**src/rtl/axi4lite_slave_dma_pkg.sv**
```systemverilog
// Shared definitions for the DMA register-bank AXI4-Lite front end:
// FSM state encoding, arbitration memory, AXI response codes and the
// default park offset driven on the read decoder between reads.
package dma_axi_pkg;

   typedef enum logic [2:0] {
      IDLE,
      WR_COLLECT,
      WR_COMMIT,
      WR_RESP,
      RD_ADDR,
      RD_RESP
   } state_t;

   typedef enum logic {
      GRANT_READ,
      GRANT_WRITE
   } grant_t;

   localparam logic [1:0] AXI_RESP_OKAY   = 2'b00;
   localparam logic [1:0] AXI_RESP_SLVERR = 2'b10;

   localparam logic [7:0] DEFAULT_PARK_ADDR = 8'hFC;

endpackage

```
**src/rtl/axi4lite_slave_dma_if.sv**
```systemverilog
// AXI4-Lite host bus bundle for the DMA register bank. The slave modport
// is used by axi4lite_slave_dma, the master modport by the host side.
interface axi4lite_slave_dma_if #(
   parameter int ADDR_WIDTH = 32
);
   logic [ADDR_WIDTH-1:0] s_awaddr;
   logic                  s_awvalid;
   logic                  s_awready;
   logic [31:0]           s_wdata;
   logic [3:0]            s_wstrb;
   logic                  s_wvalid;
   logic                  s_wready;
   logic [1:0]            s_bresp;
   logic                  s_bvalid;
   logic                  s_bready;
   logic [ADDR_WIDTH-1:0] s_araddr;
   logic                  s_arvalid;
   logic                  s_arready;
   logic [31:0]           s_rdata;
   logic [1:0]            s_rresp;
   logic                  s_rvalid;
   logic                  s_rready;

   modport slave (
      input  s_awaddr, s_awvalid, output s_awready,
      input  s_wdata, s_wstrb, s_wvalid, output s_wready,
      output s_bresp, s_bvalid, input s_bready,
      input  s_araddr, s_arvalid, output s_arready,
      output s_rdata, s_rresp, s_rvalid, input s_rready
   );

   modport master (
      output s_awaddr, s_awvalid, input s_awready,
      output s_wdata, s_wstrb, s_wvalid, input s_wready,
      input  s_bresp, s_bvalid, output s_bready,
      output s_araddr, s_arvalid, input s_arready,
      input  s_rdata, s_rresp, s_rvalid, output s_rready
   );
endinterface

```
**src/rtl/axi4lite_slave_dma.sv**
```systemverilog
// AXI4-Lite slave front end for the DMA register bank. One transaction is
// in flight at a time; reads and writes are arbitrated round-robin. The
// read address is parked on an unmapped offset except for the single
// decode cycle of each read, so read side effects fire exactly once.
// Optional macro AXI_SLVERR_EN: unaligned accesses and partial-strobe
// writes return SLVERR instead of being silently word-aligned.
module axi4lite_slave_dma
   import dma_axi_pkg::*;
#(
   parameter int ADDR_WIDTH = 32,
   parameter int ADDR_DECODER_WIDTH = 8,
   parameter logic [ADDR_DECODER_WIDTH-1:0] PARK_ADDR = DEFAULT_PARK_ADDR
) (
   input  logic                  aclk,
   input  logic                  areset,
   axi4lite_slave_dma_if.slave   bus,
   output logic [ADDR_WIDTH-1:0] mem_rd_addr,
   input  logic [31:0]           mem_rd_data,
   output logic                  mem_wr_en,
   output logic [ADDR_WIDTH-1:0] mem_wr_addr,
   output logic [31:0]           mem_wr_data
);

   localparam logic [ADDR_WIDTH-1:0] PARK_FULL = ADDR_WIDTH'(PARK_ADDR);

   // Without error reporting the two low address bits are simply dropped.
   function automatic logic [ADDR_WIDTH-1:0] word_addr(input logic [ADDR_WIDTH-1:0] a);
`ifdef AXI_SLVERR_EN
      return a;
`else
      return a & ~ADDR_WIDTH'(3);
`endif
   endfunction

   state_t                state;
   grant_t                last_grant;
   logic                  aw_got;
   logic                  w_got;
   logic [ADDR_WIDTH-1:0] awaddr_q;
   logic [31:0]           wdata_q;
   logic                  wr_err_q;
   logic                  rd_err_q;
   logic                  bvalid;
   logic [1:0]            bresp;
   logic                  rvalid;
   logic [1:0]            rresp;
   logic [31:0]           rdata;
   logic                  arready;
   logic                  awready;
   logic                  wready;

   logic                  rd_pend;
   logic                  wr_pend;
   logic                  grant_rd;
   logic                  grant_wr;
   logic                  ar_hs;
   logic                  aw_hs;
   logic                  w_hs;
   logic                  both_done;
   logic [ADDR_WIDTH-1:0] awaddr_nxt;
   logic [31:0]           wdata_nxt;
   logic                  wr_err_nxt;
   logic                  rd_err;

   assign rd_pend  = bus.s_arvalid;
   assign wr_pend  = bus.s_awvalid | bus.s_wvalid;
   // When both sides ask, the side that did not win last time goes first.
   assign grant_rd = rd_pend & (~wr_pend | (last_grant == GRANT_WRITE));
   assign grant_wr = wr_pend & (~rd_pend | (last_grant == GRANT_READ));

   // Ready is offered only to the granted channel(s) in IDLE, and only to
   // the still-missing channel while a write is being collected.
   always_comb begin
      arready = 1'b0;
      awready = 1'b0;
      wready  = 1'b0;
      unique case (state)
         IDLE: begin
            arready = grant_rd;
            awready = grant_wr;
            wready  = grant_wr;
         end
         WR_COLLECT: begin
            awready = ~aw_got;
            wready  = ~w_got;
         end
         default: ;
      endcase
   end

   assign ar_hs     = bus.s_arvalid & arready;
   assign aw_hs     = bus.s_awvalid & awready;
   assign w_hs      = bus.s_wvalid & wready;
   assign both_done = (aw_got | aw_hs) & (w_got | w_hs);

   // Merge a handshake arriving this cycle with what was latched earlier.
   assign awaddr_nxt = aw_hs ? word_addr(bus.s_awaddr) : awaddr_q;
   assign wdata_nxt  = w_hs ? bus.s_wdata : wdata_q;

`ifdef AXI_SLVERR_EN
   logic [3:0] wstrb_q;
   logic [3:0] wstrb_nxt;
   assign wstrb_nxt  = w_hs ? bus.s_wstrb : wstrb_q;
   assign wr_err_nxt = (awaddr_nxt[1:0] != 2'b00) || (wstrb_nxt != 4'hF);
   assign rd_err     = bus.s_araddr[1:0] != 2'b00;
`else
   // Partial strobes commit as full words, so the strobes carry no meaning.
   logic unused_wstrb;
   assign unused_wstrb = ^bus.s_wstrb;
   assign wr_err_nxt   = 1'b0;
   assign rd_err       = 1'b0;
`endif

   assign bus.s_arready = arready;
   assign bus.s_awready = awready;
   assign bus.s_wready  = wready;
   assign bus.s_bvalid  = bvalid;
   assign bus.s_bresp   = bresp;
   assign bus.s_rvalid  = rvalid;
   assign bus.s_rresp   = rresp;
   assign bus.s_rdata   = rdata;

   // Transaction FSM with registered responses and memory-side strobes.
   always_ff @(posedge aclk) begin
      if (areset) begin
         state       <= IDLE;
         last_grant  <= GRANT_READ;
         aw_got      <= 1'b0;
         w_got       <= 1'b0;
         awaddr_q    <= '0;
         wdata_q     <= '0;
         wr_err_q    <= 1'b0;
         rd_err_q    <= 1'b0;
         bvalid      <= 1'b0;
         bresp       <= AXI_RESP_OKAY;
         rvalid      <= 1'b0;
         rresp       <= AXI_RESP_OKAY;
         rdata       <= '0;
         mem_wr_en   <= 1'b0;
         mem_wr_addr <= '0;
         mem_wr_data <= '0;
         mem_rd_addr <= PARK_FULL;
`ifdef AXI_SLVERR_EN
         wstrb_q     <= '0;
`endif
      end else begin
         mem_wr_en   <= 1'b0;
         mem_rd_addr <= PARK_FULL;
         if (aw_hs) begin
            awaddr_q <= word_addr(bus.s_awaddr);
            aw_got   <= 1'b1;
         end
         if (w_hs) begin
            wdata_q <= bus.s_wdata;
            w_got   <= 1'b1;
`ifdef AXI_SLVERR_EN
            wstrb_q <= bus.s_wstrb;
`endif
         end
         unique case (state)
            IDLE: begin
               if (ar_hs) begin
                  rd_err_q <= rd_err;
                  // An erroring read keeps the decoder parked: no side effect.
                  if (!rd_err) mem_rd_addr <= word_addr(bus.s_araddr);
                  state <= RD_ADDR;
               end else if (both_done) begin
                  mem_wr_en   <= ~wr_err_nxt;
                  mem_wr_addr <= awaddr_nxt;
                  mem_wr_data <= wdata_nxt;
                  wr_err_q    <= wr_err_nxt;
                  state       <= WR_COMMIT;
               end else if (aw_hs || w_hs) begin
                  state <= WR_COLLECT;
               end
            end
            WR_COLLECT: begin
               if (both_done) begin
                  mem_wr_en   <= ~wr_err_nxt;
                  mem_wr_addr <= awaddr_nxt;
                  mem_wr_data <= wdata_nxt;
                  wr_err_q    <= wr_err_nxt;
                  state       <= WR_COMMIT;
               end
            end
            WR_COMMIT: begin
               aw_got <= 1'b0;
               w_got  <= 1'b0;
               bvalid <= 1'b1;
               bresp  <= wr_err_q ? AXI_RESP_SLVERR : AXI_RESP_OKAY;
               state  <= WR_RESP;
            end
            WR_RESP: begin
               if (bus.s_bready) begin
                  bvalid     <= 1'b0;
                  last_grant <= GRANT_WRITE;
                  state      <= IDLE;
               end
            end
            RD_ADDR: begin
               rdata  <= rd_err_q ? 32'h0 : mem_rd_data;
               rresp  <= rd_err_q ? AXI_RESP_SLVERR : AXI_RESP_OKAY;
               rvalid <= 1'b1;
               state  <= RD_RESP;
            end
            RD_RESP: begin
               if (bus.s_rready) begin
                  rvalid     <= 1'b0;
                  last_grant <= GRANT_READ;
                  state      <= IDLE;
               end
            end
            default: state <= IDLE;
         endcase
      end
   end

endmodule
```
**src/flat_wrapper.sv**
```systemverilog
// flat-port wrapper written by rule: the top's interface ports become plain ports
module axi4lite_slave_dma_flat import dma_axi_pkg::*;
#(
   parameter int ADDR_WIDTH = 32,
   parameter int ADDR_DECODER_WIDTH = 8,
   parameter logic [ADDR_DECODER_WIDTH-1:0] PARK_ADDR = DEFAULT_PARK_ADDR
)
  (aclk, areset, mem_rd_addr, mem_rd_data, mem_wr_en, mem_wr_addr, mem_wr_data, bus_s_awaddr, bus_s_awvalid, bus_s_awready, bus_s_wdata, bus_s_wstrb, bus_s_wvalid, bus_s_wready, bus_s_bresp, bus_s_bvalid, bus_s_bready, bus_s_araddr, bus_s_arvalid, bus_s_arready, bus_s_rdata, bus_s_rresp, bus_s_rvalid, bus_s_rready);
  axi4lite_slave_dma_if #(.ADDR_WIDTH(ADDR_WIDTH)) bus_i ();
  input  logic aclk;
  input  logic areset;
  output logic [ADDR_WIDTH-1:0] mem_rd_addr;
  input  logic [31:0] mem_rd_data;
  output logic mem_wr_en;
  output logic [ADDR_WIDTH-1:0] mem_wr_addr;
  output logic [31:0] mem_wr_data;
  input wire logic [$bits(bus_i.s_awaddr)-1:0] bus_s_awaddr;
  input wire logic [$bits(bus_i.s_awvalid)-1:0] bus_s_awvalid;
  output wire logic [$bits(bus_i.s_awready)-1:0] bus_s_awready;
  input wire logic [$bits(bus_i.s_wdata)-1:0] bus_s_wdata;
  input wire logic [$bits(bus_i.s_wstrb)-1:0] bus_s_wstrb;
  input wire logic [$bits(bus_i.s_wvalid)-1:0] bus_s_wvalid;
  output wire logic [$bits(bus_i.s_wready)-1:0] bus_s_wready;
  output wire logic [$bits(bus_i.s_bresp)-1:0] bus_s_bresp;
  output wire logic [$bits(bus_i.s_bvalid)-1:0] bus_s_bvalid;
  input wire logic [$bits(bus_i.s_bready)-1:0] bus_s_bready;
  input wire logic [$bits(bus_i.s_araddr)-1:0] bus_s_araddr;
  input wire logic [$bits(bus_i.s_arvalid)-1:0] bus_s_arvalid;
  output wire logic [$bits(bus_i.s_arready)-1:0] bus_s_arready;
  output wire logic [$bits(bus_i.s_rdata)-1:0] bus_s_rdata;
  output wire logic [$bits(bus_i.s_rresp)-1:0] bus_s_rresp;
  output wire logic [$bits(bus_i.s_rvalid)-1:0] bus_s_rvalid;
  input wire logic [$bits(bus_i.s_rready)-1:0] bus_s_rready;
  assign bus_i.s_awaddr = bus_s_awaddr;
  assign bus_i.s_awvalid = bus_s_awvalid;
  assign bus_s_awready = bus_i.s_awready;
  assign bus_i.s_wdata = bus_s_wdata;
  assign bus_i.s_wstrb = bus_s_wstrb;
  assign bus_i.s_wvalid = bus_s_wvalid;
  assign bus_s_wready = bus_i.s_wready;
  assign bus_s_bresp = bus_i.s_bresp;
  assign bus_s_bvalid = bus_i.s_bvalid;
  assign bus_i.s_bready = bus_s_bready;
  assign bus_i.s_araddr = bus_s_araddr;
  assign bus_i.s_arvalid = bus_s_arvalid;
  assign bus_s_arready = bus_i.s_arready;
  assign bus_s_rdata = bus_i.s_rdata;
  assign bus_s_rresp = bus_i.s_rresp;
  assign bus_s_rvalid = bus_i.s_rvalid;
  assign bus_i.s_rready = bus_s_rready;
  axi4lite_slave_dma #(.ADDR_WIDTH(ADDR_WIDTH), .ADDR_DECODER_WIDTH(ADDR_DECODER_WIDTH), .PARK_ADDR(PARK_ADDR)) u_core (.aclk(aclk), .areset(areset), .bus(bus_i), .mem_rd_addr(mem_rd_addr), .mem_rd_data(mem_rd_data), .mem_wr_en(mem_wr_en), .mem_wr_addr(mem_wr_addr), .mem_wr_data(mem_wr_data));
endmodule
```
**config.mk**
```make
export PLATFORM = sky130hd
export DESIGN_NAME = axi4lite_slave_dma_flat
export DESIGN_NICKNAME = d
export VERILOG_FILES = /design/src/rtl/axi4lite_slave_dma_pkg.sv /design/src/rtl/axi4lite_slave_dma_if.sv /design/src/rtl/axi4lite_slave_dma.sv /design/src/flat_wrapper.sv
export SDC_FILE = /design/constraint.sdc
export NUM_CORES = 1
export LEC_CHECK = 0
export BUFFER_PORTS_ARGS = -buffer_cell sky130_fd_sc_hd__buf_2
export CORE_MARGIN = 10
export CORE_UTILIZATION = 34
export DETAILED_ROUTE_END_ITERATION = 8
export PLACE_DENSITY = 0.64
export SYNTH_ARGS = -nofsm -noshare
export SYNTH_HDL_FRONTEND = slang
export SYNTH_SLANG_ARGS = --single-unit
```
**constraint.sdc**
```tcl
create_clock -name aclk -period 2.2 [get_ports aclk]
set_input_delay 0.22 -clock aclk [delete_from_list [all_inputs] [get_ports aclk]]
set_output_delay 0.22 -clock aclk [all_outputs]
set_load 0.05 [all_outputs]
```
# After elaboration in Yosys (flattened, before gate mapping)
# Index checks and enable logic that the tools add are counted.
# word_totals
register_bits	204
inputBits	139
out_inout_bits	138
# op_classes
n_eq_ne	10
n_mux	31
n_bitwise	18
reduce_logical	14
# ops
cell	n
32-bit two-way mux	6
32-bit one-hot mux with 2 select lines	2
3-bit two-way mux	6
3-bit one-hot mux with 6 select lines	1
1-bit one-hot mux with 2 select lines	7
1-bit two-way mux	8
2-bit nonzero test	4
1-bit inverter	7
1-bit bitwise AND	6
3-bit by 2-bit == test with 1-bit output, second input constant	2
3-bit == test, second input constant	2
2-bit != test, second input constant	3
2-bit AND reduction	3
1-bit bitwise OR	5
4-bit by 1-bit != test with 1-bit output, second input constant	1
4-bit AND reduction	1
2-bit OR reduction	2
3-bit by 1-bit == test with 1-bit output, second input constant	1
3-bit zero test	1
3-bit AND reduction	1
3-bit OR reduction	1
2-bit two-way mux	1
2-bit by 1-bit != test with 1-bit output, second input constant	1
1-bit logical OR	1

# Logic depth before layout (Yosys ltp)
# depth
depth_word	10
ltp_mapped	8

# Least setup slack after synthesis
# Ideal clock, no wire load.
# synth_path
kind	register to output
start	reg u_core.state[0]
end	out bus_s_awready
t_arrival_ns	1.622
path_slack_ns	0.358
stages_incl_launch_ff	5
n_path_buf	2
cell_sequence	dfxtp_1 buf_2 clkbuf_1 a211o_1 a21oi_1
# synth_between
elab_chain_len	2
# synth_rtl
item	line_no	rtl
start: declaration	axi4lite_slave_dma.sv:35	state_t state;
start signal: assignment	axi4lite_slave_dma.sv:126	state <= IDLE;
start signal: assignment	axi4lite_slave_dma.sv:166	state <= RD_ADDR;
start signal: assignment	axi4lite_slave_dma.sv:172	state <= WR_COMMIT;
3-bit by 1-bit == test with 1-bit output or 3-bit zero test (tied branches)	axi4lite_slave_dma.sv:77	unique case (state)
1-bit one-hot mux with 2 select lines *	axi4lite_slave_dma.sv:77	
end: declaration	flat_wrapper.sv:19	output wire logic [$bits(bus_i.s_awready)-1:0] bus_s_awready;
# Every way passes the cells marked *; elsewhere a longest branch is shown, timed or not.

# Worst setup path in the final report
# layout_path
start	reg u_core.state[0]
end	out bus_s_arready
# layout_between
elab_chain_len	2
# layout_rtl
item	line_no	rtl
3-bit zero test	axi4lite_slave_dma.sv:77	
1-bit two-way mux	axi4lite_slave_dma.sv:77	
end: declaration	flat_wrapper.sv:29	output wire logic [$bits(bus_i.s_arready)-1:0] bus_s_arready;
# Every way passes these cells.

==> impl_metrics.env <==
export IMPL_crit_type="reg -> out"
export IMPL_reg2reg_slack_ps=210
export IMPL_layout_setup_ws_ps=149.5
export IMPL_dieArea_sq_um=29510
export IMPL_maxCapViolations=0
export IMPL_grt_pass1_vias=7185
export IMPL_grt_overflow=0
export IMPL_p_leak_uw=0.004659
export IMPL_cts_path_max_buffers=2
export IMPL_final_cells=1360
export IMPL_synth_seq_cells=199
export IMPL_finalMaxSlewViolations=0
export IMPL_io_buffers=262
export IMPL_critPathArrivalTime_ps=1830
export IMPL_row_count=55
export IMPL_crit_path_end_kind="output pin"
export IMPL_cp_max_fo=10
export IMPL_drtAntennaViolNets=0
export IMPL_hold_buffers=24
export IMPL_avgSynthCellArea_sq_um=9.706
export IMPL_netlist_area_sq_um=7833
export IMPL_drt_total_wl_microns=25850
export IMPL_synth_largest_area_cell="dfxtp_1"
export IMPL_cts_tree="done"
export IMPL_synth_edf_count=0
export IMPL_dp_cells=1300
export IMPL_die_x_microns=171.8
export IMPL_core_sq_um=22640
export IMPL_r2r_start="u_core.state[0]$_SDFFE_PP0P_"
export IMPL_htreeDepth=4
export IMPL_powerDensity_nw_per_um2=986.7
export IMPL_initial_utilization_pct=34.60
export IMPL_root_buffer="clkbuf_16"
export IMPL_synthArstFlopShare_pct=0
export IMPL_post_drt_wl_per_cell_microns=19.01
export IMPL_ys_warn_count=0
export IMPL_synth_area_top_cells="dfxtp_1, o311ai_0, nand2_1"
export IMPL_track_usage_pct=17.05
export IMPL_cts_num_sinks=199
export IMPL_yosys_top_cells_count="dfxtp_1, nand2_1, clkbuf_1"
export IMPL_grt_max_degree=100
export IMPL_cts_buffers=17
export IMPL_drc=0
export IMPL_area_growth_pct=31.64
export IMPL_tightest_slew_ps=739.8
export IMPL_slew_headroom_pct=50.49
export IMPL_dp_hpwl_microns=17590
export IMPL_pin_count=277
export IMPL_period_minus_slack_ps=2051
export IMPL_yosysTopAreaCellShare_pct=50.86
export IMPL_ir_drop_uv=492.8
export IMPL_postCtsSetupBuffers=0
export IMPL_synthCells=807
export IMPL_synthFlopType="dfxtp_1"
export IMPL_post_place_ws_ps=223.0
export IMPL_firstDrtPassIters=5
export IMPL_drtIter0Drc=441
export IMPL_gp_congestion=0.7429
export IMPL_min_from="bus_s_araddr[12]"
export IMPL_worst_r2r_path_depth=5
export IMPL_cp_cell_sequence="nand2b_1 > or2_2 > nor2_1 > buf_2"
export IMPL_die_height_microns=171.8
export IMPL_hold_end="u_core.mem_rd_addr[12]$_SDFF_PP0_"
export IMPL_critPathMaxStageDelay_ps=400
export IMPL_crit_required_ps=1980
export IMPL_setup_tns_ps=0
export IMPL_yosysSeqAreaShare_pct=50.86
export IMPL_hold_violations=0
export IMPL_rsz0062_at_grt="no"
export IMPL_final_layout_size_suffix_gt1_share_pct=32.28
export IMPL_post_route_period_util_pct=93.21
export IMPL_crit_path_start_kind="register"
export IMPL_hold_class="in -> reg"
export IMPL_skew_ps=12.86
export IMPL_num_fill_cells=2186
export IMPL_status="completed"
export IMPL_num_vias=7098
export IMPL_setup_viol=0
export IMPL_yosysUniqueCellTypes=48
export IMPL_grt_pass1_wl_microns=40080
export IMPL_clkSlewWorstSetupHoldPaths_ps=80
export IMPL_fmax_ghz=0.4877
export IMPL_viasPerCell=5.219
export IMPL_slowest_stage="dfxtp_1"
export IMPL_clk_latency_ps=430
export IMPL_yosysMostFrequentCell="dfxtp_1"
export IMPL_whs_path_depth=2
export IMPL_antenna_found_initial=4
export IMPL_layout_nets=1198
export IMPL_post_cts_resized=0
export IMPL_r2r_end="u_core.mem_wr_addr[1]$_SDFFE_PP0P_"
-- where the power goes --
part           internal [uW]  leakage (uW)  switching (uW)
Sequential              3940       0.00162             167
Clock                   1560      0.000288            1570
Combinational            882       0.00275            2050
-- registers in the layout, indices dropped and copies added (netlist names), 3 cells and up --
| register | count |
|---|---|
| u_core.bus.s_rdata | 32 |
| u_core.wdata_q | 32 |
| u_core.mem_wr_data | 32 |
| u_core.mem_rd_addr | 30 |
| u_core.awaddr_q | 32 |
| u_core.state | 3 |
| u_core.mem_wr_addr | 32 |
-- logic make-up after synthesis --
group	synth area share, %
muxes	3.738
AOI/OAI and AO/OA	23.64
buffers and inverters	5.687
DFF	50.86
and+or+nand+nor	16.02
other	0.04788
-- stage by stage --
| step | cell area, sq um | hold slack (ps) | power [uW] | utilization, % |
|---|---|---|---|---|
| after detailed placement | 9464 | 405.6 | 7102 | 41.80 |
| after CTS | 10290 | 0.06234 | 10260 | 45.47 |
| after floorplan | 7851 | 321.5 | 6158 | - |
| after global routing | 10310 | 1.455 | 10670 | 45.54 |
| final | 10310 | 14.12 | 10170 | 45.54 |
| after global placement | 9464 | 400.0 | 7084 | 41.80 |
-- per-layer routing --
metal  vias to the layer above  track usage (%)  wire length [microns]
met2                       222            27.79                  12620
met4                         2            5.735                    346
met3                        25            6.509                   2279
met5                         -                0                     13
li1                       3478                -                      -
met1                      3371            20.14                  10590
-- cell type report --
| type | count | area [sq um] | share of cell area (%) |
|---|---|---|---|
| Timing Repair Buffer | 323 | 1907 | 18.49 |
| Inverter | 2 | 7.507 | 0.07281 |
| Antenna cell | 3 | 7.507 | 0.07281 |
| Tap cell | 285 | 356.6 | 3.458 |
| Multi-Input combinational cell | 516 | 3460 | 33.55 |
| Clock buffer | 18 | 439.2 | 4.259 |
| Clock inverter | 14 | 150.1 | 1.456 |
| Sequential cell | 199 | 3984 | 38.64 |
-- worst max-delay path by stage --
stage,cells past startpoint,start,to,slack [ps]
after floorplan,4,u_core.state[0]$_SDFFE_PP0P_,bus_s_awready,360
after global placement,5,u_core.state[0]$_SDFFE_PP0P_,u_core.mem_wr_addr[0]$_SDFFE_PP0P_,280
after detailed placement,5,u_core.state[0]$_SDFFE_PP0P_,u_core.mem_wr_addr[1]$_SDFFE_PP0P_,220
after CTS,4,u_core.state[0]$_SDFFE_PP0P_,bus_s_arready,130
after global routing,6,u_core.state[0]$_SDFFE_PP0P_,u_core.mem_wr_addr[7]$_SDFFE_PP0P_,6
final,4,u_core.state[0]$_SDFFE_PP0P_,bus_s_arready,150
-- critical path: cells and delay by family, from the launching register on --
family,cells,cell delay (ps)
AND/OR/NAND/NOR,3,710
flip-flops,1,400
buffers and inverters,1,280
-- placed cells by master (no fill, tap or decap), drive strengths merged, types with 3 or more instances in the layout --
cell type / n
nor3: 4
diode: 3
conb: 6
o2111ai: 35
clkbuf: 18
o311ai: 62
buf: 298
o21a: 35
a21o: 3
and2: 26
mux2i: 27
a21oi: 38
and4: 35
nand3: 3
dlygate4sd3: 25
o21ai: 28
clkinv: 5
nor2b: 6
inv: 10
o31a: 35
nand2: 108
dfxtp: 199
nor2: 32
nand2b: 10
(Power assumes the default switching activity.)
